===== src/rtl/sound_pkg.sv =====
// Shared event codes and sequencer state encoding for the sound producer path.
package sound_pkg;

  typedef logic [1:0] ev_code_t;

  // Codes line up with the sound controller's own state encoding.
  localparam ev_code_t EV_NONE   = 2'd0;
  localparam ev_code_t EV_GOAL   = 2'd1;
  localparam ev_code_t EV_PADDLE = 2'd2;
  localparam ev_code_t EV_WALL   = 2'd3;

  typedef enum logic [1:0] {
    IDLE  = 2'd0,
    ISSUE = 2'd1,
    HOLD  = 2'd2
  } seq_state_t;

  // rise = {goal, paddle, wall}; goal wins, then paddle, then wall.
  function automatic ev_code_t encode_event(input logic [2:0] rise);
    if (rise[2])      return EV_GOAL;
    else if (rise[1]) return EV_PADDLE;
    else if (rise[0]) return EV_WALL;
    else              return EV_NONE;
  endfunction

endpackage


===== src/rtl/sound_event_fifo.sv =====
// Small DEPTH x 2-bit event FIFO; a push into a full FIFO is taken only when a pop happens in the same cycle.
module sound_event_fifo #(
  parameter int DEPTH = 4
) (
  input  logic                     clk,
  input  logic                     reset_n,
  input  logic                     push,
  input  logic                     pop,
  input  logic [1:0]               din,
  output logic [1:0]               dout,
  output logic [1:0]               tail_data,
  output logic                     full,
  output logic                     empty,
  output logic [$clog2(DEPTH):0]   count
);

  localparam int AW = $clog2(DEPTH);

  logic [1:0]    mem_reg [DEPTH];
  logic [AW-1:0] wr_ptr_reg;
  logic [AW-1:0] rd_ptr_reg;
  logic [AW-1:0] tail_ptr;
  logic [AW:0]   count_reg;
  logic          push_ok;
  logic          pop_ok;

  assign full      = (count_reg == (AW+1)'(DEPTH));
  assign empty     = (count_reg == '0);
  assign pop_ok    = pop && !empty;
  assign push_ok   = push && (!full || pop_ok);
  assign tail_ptr  = wr_ptr_reg - AW'(1);
  assign dout      = mem_reg[rd_ptr_reg];
  assign tail_data = mem_reg[tail_ptr];
  assign count     = count_reg;

  // Pointers are AW bits wide on a power-of-two depth, so they wrap on their own.
  always_ff @(posedge clk) begin
    if (!reset_n) begin
      wr_ptr_reg <= '0;
      rd_ptr_reg <= '0;
      count_reg  <= '0;
      for (int i = 0; i < DEPTH; i++) mem_reg[i] <= '0;
    end else begin
      if (push_ok) begin
        mem_reg[wr_ptr_reg] <= din;
        wr_ptr_reg          <= wr_ptr_reg + AW'(1);
      end
      if (pop_ok) rd_ptr_reg <= rd_ptr_reg + AW'(1);
      case ({push_ok, pop_ok})
        2'b10:   count_reg <= count_reg + (AW+1)'(1);
        2'b01:   count_reg <= count_reg - (AW+1)'(1);
        default: count_reg <= count_reg;
      endcase
    end
  end

endmodule


===== src/rtl/sound_event_sequencer.sv =====
// Turns level collision flags into spaced one-cycle goal/paddle/wall strobes for the sound controller.
// Build option SOUND_COALESCE_EN: drop an event equal to the newest queued entry.
module sound_event_sequencer
  import sound_pkg::*;
#(
  parameter int HOLD_CYCLES = 50_000_000,
  parameter int GAP_CYCLES  = 4,
  parameter int DEPTH       = 4
) (
  input  logic                   clk,
  input  logic                   reset_n,
  input  logic                   hit_goal,
  input  logic                   hit_paddle,
  input  logic                   hit_wall,
  output logic                   goal,
  output logic                   paddle,
  output logic                   wall,
  output logic                   busy,
  output logic [$clog2(DEPTH):0] pending,
  output logic                   overflow
);

  localparam int CNT_W = $clog2(HOLD_CYCLES + GAP_CYCLES);
  localparam logic [CNT_W-1:0] CNT_LOAD = CNT_W'(HOLD_CYCLES + GAP_CYCLES - 1);

`ifdef SOUND_COALESCE_EN
  localparam bit COALESCE = 1'b1;
`else
  localparam bit COALESCE = 1'b0;
`endif

  logic       goal_d_reg, paddle_d_reg, wall_d_reg;
  logic [2:0] rise;
  logic       multi_hit;
  ev_code_t   ev_next;
  ev_code_t   ev_reg;
  ev_code_t   head_code;
  ev_code_t   tail_code;
  logic       fifo_push, fifo_pop, fifo_full, fifo_empty, drop;

  seq_state_t       state_reg;
  logic [CNT_W-1:0] cnt_reg;
  logic             goal_reg, paddle_reg, wall_reg, busy_reg, overflow_reg;

  assign rise      = {hit_goal & ~goal_d_reg, hit_paddle & ~paddle_d_reg, hit_wall & ~wall_d_reg};
  assign multi_hit = (rise[2] & rise[1]) | (rise[2] & rise[0]) | (rise[1] & rise[0]);
  assign ev_next   = encode_event(rise);

  assign fifo_pop  = (state_reg == IDLE) && !fifo_empty;
  assign fifo_push = (ev_reg != EV_NONE) && !(COALESCE && !fifo_empty && (tail_code == ev_reg));
  assign drop      = fifo_push && fifo_full && !fifo_pop;

  sound_event_fifo #(.DEPTH(DEPTH)) u_fifo (
    .clk       (clk),
    .reset_n   (reset_n),
    .push      (fifo_push),
    .pop       (fifo_pop),
    .din       (ev_reg),
    .dout      (head_code),
    .tail_data (tail_code),
    .full      (fifo_full),
    .empty     (fifo_empty),
    .count     (pending)
  );

  always_ff @(posedge clk) begin
    if (!reset_n) begin
      goal_d_reg   <= 1'b0;
      paddle_d_reg <= 1'b0;
      wall_d_reg   <= 1'b0;
      ev_reg       <= EV_NONE;
      overflow_reg <= 1'b0;
      state_reg    <= IDLE;
      cnt_reg      <= '0;
      goal_reg     <= 1'b0;
      paddle_reg   <= 1'b0;
      wall_reg     <= 1'b0;
      busy_reg     <= 1'b0;
    end else begin
      goal_d_reg   <= hit_goal;
      paddle_d_reg <= hit_paddle;
      wall_d_reg   <= hit_wall;
      ev_reg       <= ev_next;
      overflow_reg <= overflow_reg | multi_hit | drop;
      case (state_reg)
        IDLE: begin
          if (fifo_pop) begin
            state_reg  <= ISSUE;
            busy_reg   <= 1'b1;
            goal_reg   <= (head_code == EV_GOAL);
            paddle_reg <= (head_code == EV_PADDLE);
            wall_reg   <= (head_code == EV_WALL);
          end
        end
        ISSUE: begin
          goal_reg   <= 1'b0;
          paddle_reg <= 1'b0;
          wall_reg   <= 1'b0;
          cnt_reg    <= CNT_LOAD;
          state_reg  <= HOLD;
        end
        HOLD: begin
          // The extra IDLE cycle after cnt hits 0 gives the sound FSM time to settle.
          if (cnt_reg == '0) begin
            state_reg <= IDLE;
            busy_reg  <= 1'b0;
          end else begin
            cnt_reg <= cnt_reg - CNT_W'(1);
          end
        end
        default: begin
          state_reg <= IDLE;
          busy_reg  <= 1'b0;
        end
      endcase
    end
  end

  assign goal     = goal_reg;
  assign paddle   = paddle_reg;
  assign wall     = wall_reg;
  assign busy     = busy_reg;
  assign overflow = overflow_reg;

endmodule


===== config.mk =====
export PLATFORM = sky130hd
export DESIGN_NAME = sound_event_sequencer
export DESIGN_NICKNAME = d
export VERILOG_FILES = /design/src/rtl/sound_pkg.sv /design/src/rtl/sound_event_fifo.sv /design/src/rtl/sound_event_sequencer.sv
export SDC_FILE = /design/constraint.sdc
export NUM_CORES = 1
export LEC_CHECK = 0
export CORE_MARGIN = 2
export CORE_UTILIZATION = 55
export DETAILED_ROUTE_END_ITERATION = 8
export DONT_BUFFER_PORTS = 1
export GPL_ROUTABILITY_DRIVEN = 0
export PLACE_DENSITY = 0.83
export SLEW_MARGIN = 20
export SYNTH_ARGS = -nofsm -noshare
export SYNTH_HDL_FRONTEND = slang
export SYNTH_SLANG_ARGS = --single-unit

===== constraint.sdc =====
create_clock -name clk -period 2.71 [get_ports clk]
set_input_delay 0.542 -clock clk [delete_from_list [all_inputs] [get_ports clk]]
set_output_delay 0.542 -clock clk [all_outputs]
set_load 0.01 [all_outputs]

==> impl_metrics.tcl, run 1 <==
set metrics [dict create \
    dieArea_um2 5260 \
    die_x_um 72.6 \
    crit_slowest_cell "or4_4" \
    vdd_drop_max_mv 0.545 \
    rows 24 \
    antenna_cells 0 \
    post-route-period-util 0.956 \
    tightest_slew_ps 969 \
    port_buffers 0 \
    antenna_found_initial 0 \
    grt_overflow 0 \
    synth_common_cells "dfxtp_1 (47), nor2_1 (27), a21oi_1 (16), nand2_1 (16)" \
    wl_met1_um 2480 \
    fp.dieH_um 72.6 \
    root_buffer "clkbuf_8" \
    synth-seq-area-share 0.457 \
    synth_warnings 0 \
    max-slew-margin-rel 0.353 \
    place_hpwl_um 3520 \
    vias_per_cell 6.45 \
    largest_reg_flops 26 \
    crit_path_cell_trace "or4_4, or4_4, or4_4, or4_1, a21oi_1" \
    synthArstFlopShare 0 \
    synth_top_family_by_area "simple AND/OR/NAND/NOR gates" \
    nFillCells 371 \
    grt_pass1_vias 1998 \
    ios 13 \
    post-route-drc-count 0 \
    synth_ff_type "dfxtp_1" \
    ctsHoldBuffers 0 \
    place_area_um2 2640 \
    synth_cell_type_count 43 \
    cap_viol_max_count 0 \
    netlist.area_leader.share 0.364 \
    r2r_setup_slack_ps 120 \
    finish.utilization 0.620 \
    drtIter0Drc 187 \
    power_density_nw_per_um2 1320 \
    syn_to_final_growth_pct 6.68 \
    synth-xor-area-share 0.0237 \
    num-nets-final 289 \
    finalSetupTns_ps 0 \
    synth_edf_count 8 \
    clk_path_buf_depth 2 \
    start_util 0.582 \
    syn_area_per_cell_um2 9.04 \
    clk_latency_ps 310 \
    path_common_cell "or4_4" \
    slew_violations 0 \
    finalNonFillerCells 335 \
    top_layer "met4" \
    synth_nets 293 \
    wl_met3_um 254 \
    worstSetupStartpointType "flip-flop" \
    dp_cells 327 \
    endpoint_kind "flip-flop" \
    vias 2160 \
    status "finished, final reports clean" \
    core_um2 4440 \
    totalWireLength_um 5170 \
    grt_pass1_wl_um 8850 \
    max_stage_delay_ps 580 \
    grt_max_degree 32 \
    fin_crit_ps 2590 \
    clk_pin_slew_ps 100 \
    syn-instance-count 286 \
    yosys.area_share.simple 0.256 \
    antenna_left 0 \
    grtUsageTotal 0.212 \
    worstPathArrival_ps 2840 \
    cts.sinks 55 \
    timing.fmax_mhz 386 \
    cts_made_buffers 5 \
    path_class "flip-flop to flip-flop" \
    cts-htree-levels 2 \
    ys_ff_latch 55 \
    design_area_um2 2760 \
    finalSetupViolations 0 \
    firstDrtPassIters 4 \
    fin_skew_ps 8.98 \
    dr_wl_met2_um 2390 \
    synth_mux_area_frac 0.0334 \
    synth_fa_ha_area_frac 0.0165 \
    hold_path_class "input port to flip-flop" \
    drive_gt1_frac 0.134 \
    tritoncts "built" \
    p_leak_nw 0.993 \
    rsz0062_at_grt "no" \
    synth.most_common_cell "dfxtp_1" \
    synthTopCellsByArea "dfxtp_1 (36%), edfxtp_1 (9.3%), nor2_1 (3.9%)" \
    post_drt_wl_per_cell_um 15.4 \
    critPathMaxFanout 7 \
    syn_area_um2 2580 \
    finalHoldViolCount 0 \
    synth_compound_gate_area_share 0.173 \
    crit_required_ps 2960 \
    netlist.top_cell.by_area "dfxtp_1" \
]
## per-layer routing
layer / vias up / GRT usage
met2: 66 / 0.334
met1: 1034 / 0.285
met4: 0 / 0.0844
met5: - / 0
li1: 1055 / -
met3: 5 / 0.0458
## through the flow
| step | power, mW | worst slack [ps] | hold WS (ps) |
|---|---|---|---|
| after floorplan | 2.62 | 104 | 447 |
| after global placement | 3.00 | 118 | 463 |
| after detailed placement | 3.07 | 61.6 | 472 |
| after CTS | 3.53 | 33.3 | 330 |
| after global routing | 3.90 | 2.13 | 337 |
| final | 3.64 | 119 | 340 |
## cell type report
class                   instances  area, µm²  share of cell area
clock buffers                   5       68.8              0.0250
flip-flops and latches         55       1180               0.428
repair buffers                  6       57.6              0.0209
multi-input cells             204       1320               0.480
clock inverters                 3       23.8             0.00862
well taps                      52       65.1              0.0236
inverters                      10       37.5              0.0136
## placed cells by master (no fill, tap or decap), types with 9 or more instances in the layout
cell and count:
a21oi_1 16, dfxtp_1 47, inv_1 10, nand2_1 16, nand3_1 12, nor2_1 27
nor3_1 10, o21ai_0 13, o31ai_1 11, or4_1 9
## critical path: cells and delay by family, from the launching register on
kind	cells	cell delay [ps]
AND/OR/NAND/NOR	4	2020
flip-flops	1	360
AO/OA/AOI/OAI	1	150
## cells by family after synthesis
logic type	after synthesis
flops	55
fa+ha+maj	3
compound gates	68
mux	6
xor+xnor	7
buf+inv	27
simple gates	120
## path summary, 6_finish.rpt
| path | start | endpoint | depth (start not counted) |
|---|---|---|---|
| worst max-delay path | cnt_reg[7]$_SDFFE_PN0P_ | cnt_reg[19]$_SDFFE_PN0P_ | 5 |
| worst min-delay path | reset_n | ev_reg[1]$_SDFF_PP0_ | 2 |
| worst max register to register | cnt_reg[7]$_SDFFE_PN0P_ | cnt_reg[19]$_SDFFE_PN0P_ | 5 |
| worst min register to register | cnt_reg[6]$_SDFFE_PN0P_ | cnt_reg[6]$_SDFFE_PN0P_ | 2 |
## timing repair
action                                  4_1_cts  5_1_grt
resized for setup                             0        4
endpoints found under the setup margin        0       19
setup buffers                                 0        0
## power by group
part | internal [mW] | switching (mW) | total, mW
Combinational | 0.761 | 1.05 | 1.82
Clock | 0.185 | 0.277 | 0.462
Sequential | 1.07 | 0.285 | 1.36
Total | 2.02 | 1.62 | 3.64
Note: power is estimated with default switching activity, not from simulation.
==> run 2: changes to the inputs <==
--- a/config.mk
+++ b/config.mk
@@ -5,12 +5,11 @@
 export SDC_FILE = /design/constraint.sdc
 export NUM_CORES = 1
 export LEC_CHECK = 0
-export CORE_MARGIN = 2
-export CORE_UTILIZATION = 55
+export CORE_UTILIZATION = 30
 export DETAILED_ROUTE_END_ITERATION = 8
 export DONT_BUFFER_PORTS = 1
 export GPL_ROUTABILITY_DRIVEN = 0
-export PLACE_DENSITY = 0.83
+export PLACE_DENSITY = 0.55
 export SLEW_MARGIN = 20
 export SYNTH_ARGS = -nofsm -noshare
 export SYNTH_HDL_FRONTEND = slang
==> constraint.sdc (replaced) <==
create_clock -name clk -period 2.71 [get_ports clk]
set_input_delay 0.271 -clock clk [delete_from_list [all_inputs] [get_ports clk]]
set_output_delay 0.271 -clock clk [all_outputs]
set_load 0.01 [all_outputs]
==> run 2 against run 1 <==
Effect of this change:
- utilization down 28 points
- global-route usage down 8.3 points
- non-clock buffer count up 4
- clock skew down 0.75 ps
- largest cell class unchanged
- via count down 5.4%
==> impl_metrics.tcl, run 2 (same netlist as run 1, synthesis figures left out) <==
set metrics [dict create \
    grt_max_degree 30 \
    p_leak_nw 1.01 \
    clk_latency_ps 290 \
    design_area_um2 2840 \
    crit_required_ps 2910 \
    num-nets-final 293 \
    gr-max-usage-layer "met2" \
    fin_skew_ps 8.23 \
    worstPathArrival_ps 2770 \
    dp_slack_ps 88.2 \
    finalHoldViolCount 0 \
    max-slew-margin-rel 0.594 \
    status "finished, final reports clean" \
    critPathMaxFanout 7 \
    rows 33 \
    clk_pin_slew_ps 100 \
    antenna_cells 0 \
    layout_common_cells "dfxtp_1 (47), nor2_1 (27), nand2_1 (16), a21oi_1 (16), o21ai_0 (13)" \
    post_drt_wl_per_cell_um 13.5 \
    fin_crit_ps 2570 \
    port_buffers 0 \
    place_area_um2 2740 \
    cts-htree-levels 2 \
    root_buffer "clkbuf_8" \
    drtIter0Drc 132 \
    reg2reg_depth 5 \
    rsz0062_at_grt "no" \
    nFillCells 861 \
    clk_path_buf_depth 2 \
    cap_viol_max_count 0 \
    worstSetupStartpointType "flip-flop" \
    post-route-period-util 0.947 \
    totalWireLength_um 5310 \
    start_util 0.313 \
    place_hpwl_um 3710 \
    power_density_nw_per_um2 1290 \
    finalWorstSetupSlack_ps 144 \
    dieArea_um2 8990 \
    post-cts-setup-buffers 0 \
    cts_made_buffers 5 \
    vias_per_cell 5.21 \
    drive_gt1_frac 0.136 \
    largest_reg_flops 26 \
    finalSetupTns_ps 0 \
    fp.dieH_um 94.8 \
    ios 13 \
    core_um2 8260 \
    antenna_found_initial 0 \
    grt_overflow 0 \
    slew_violations 0 \
    firstDrtPassIters 4 \
    syn_to_final_growth_pct 9.92 \
    vias 2044 \
    holdPathStages 2 \
    final_common_cell "dfxtp_1" \
    antenna_left 0 \
    vdd_drop_max_mv 0.475 \
    grt_util_met3 0.0274 \
    post-route-drc-count 0 \
    tritoncts "built" \
    grt_use_met1 0.174 \
    finalSetupViolations 0 \
    use_met2 0.215 \
    die_x_um 94.8 \
    grt_pass1_wl_um 9300 \
    grt_pass1_vias 1946 \
    r2r_setup_slack_ps 140 \
    path_class "flip-flop to flip-flop" \
    tightest_slew_ps 608 \
    timing.fmax_mhz 390 \
    hold_path_class "input port to flip-flop" \
    grtUsageTotal 0.130 \
    endpoint_kind "flip-flop" \
    cts.sinks 55 \
]
run 2: power by group:
group	total (mW)	internal (mW)	switching, mW	leakage [nW]
clock	0.431	0.177	0.254	0.0403
sequential	1.34	1.07	0.263	0.469
combinational	1.89	0.809	1.08	0.503
run 2: worst paths after layout:
path,startpoint,to
setup / recovery,cnt_reg[7]$_SDFFE_PN0P_,cnt_reg[21]$_SDFFE_PN0P_
hold / removal,reset_n,ev_reg[1]$_SDFF_PP0_
setup reg to reg,cnt_reg[7]$_SDFFE_PN0P_,cnt_reg[21]$_SDFFE_PN0P_
hold reg to reg,cnt_reg[6]$_SDFFE_PN0P_,cnt_reg[6]$_SDFFE_PN0P_
run 2: what timing repair did:
action                     CTS  global route
setup endpoints to repair    0            18
hold buffers                 0             0
gates resized for setup      0             4
run 2: stage by stage:
stage | util | power [mW] | hold WS, ps | cells
global route | 0.344 | 3.98 | 77.7 | 392
detailed placement | 0.332 | 3.13 | 394 | 384
global placement | 0.332 | 3.10 | 395 | 384
finish | 0.344 | 3.66 | 86.6 | 392
CTS | 0.342 | 3.58 | 72.7 | 392
floorplan | - | 2.62 | 398 | 286
run 2: cell type report:
type | instances | area, µm² | area share
Multi-Input combinational cell | 204 | 1320 | 0.466
Sequential cell | 55 | 1180 | 0.416
Tap cell | 105 | 131 | 0.0462
Timing Repair Buffer | 10 | 87.6 | 0.0308
Clock buffer | 6 | 72.6 | 0.0255
Inverter | 10 | 37.5 | 0.0132
Clock inverter | 2 | 7.51 | 0.00264
run 2: per-layer routing:
metal	part of all wire	up-vias
li1	-	1062
met1	0.49	951
met2	0.47	29
met3	0.029	2
met4	0.0034	0
met5	0	-
run 2: worst max-delay path, cell delays in order (launching register included):
cell and delay [ps]:
dfxtp_1 360, or4_4 580, or4_4 540, or4_4 460, or2_2 300, o211a_1 220
==> run 3: changes to the inputs <==
--- a/config.mk
+++ b/config.mk
@@ -5,6 +5,7 @@
 export SDC_FILE = /design/constraint.sdc
 export NUM_CORES = 1
 export LEC_CHECK = 0
+export CAP_MARGIN = 20
 export CORE_UTILIZATION = 30
 export DETAILED_ROUTE_END_ITERATION = 8
 export DONT_BUFFER_PORTS = 1
==> results of run 3 <==
No change in the layout: final DEF, timing and power equal those of run 2.
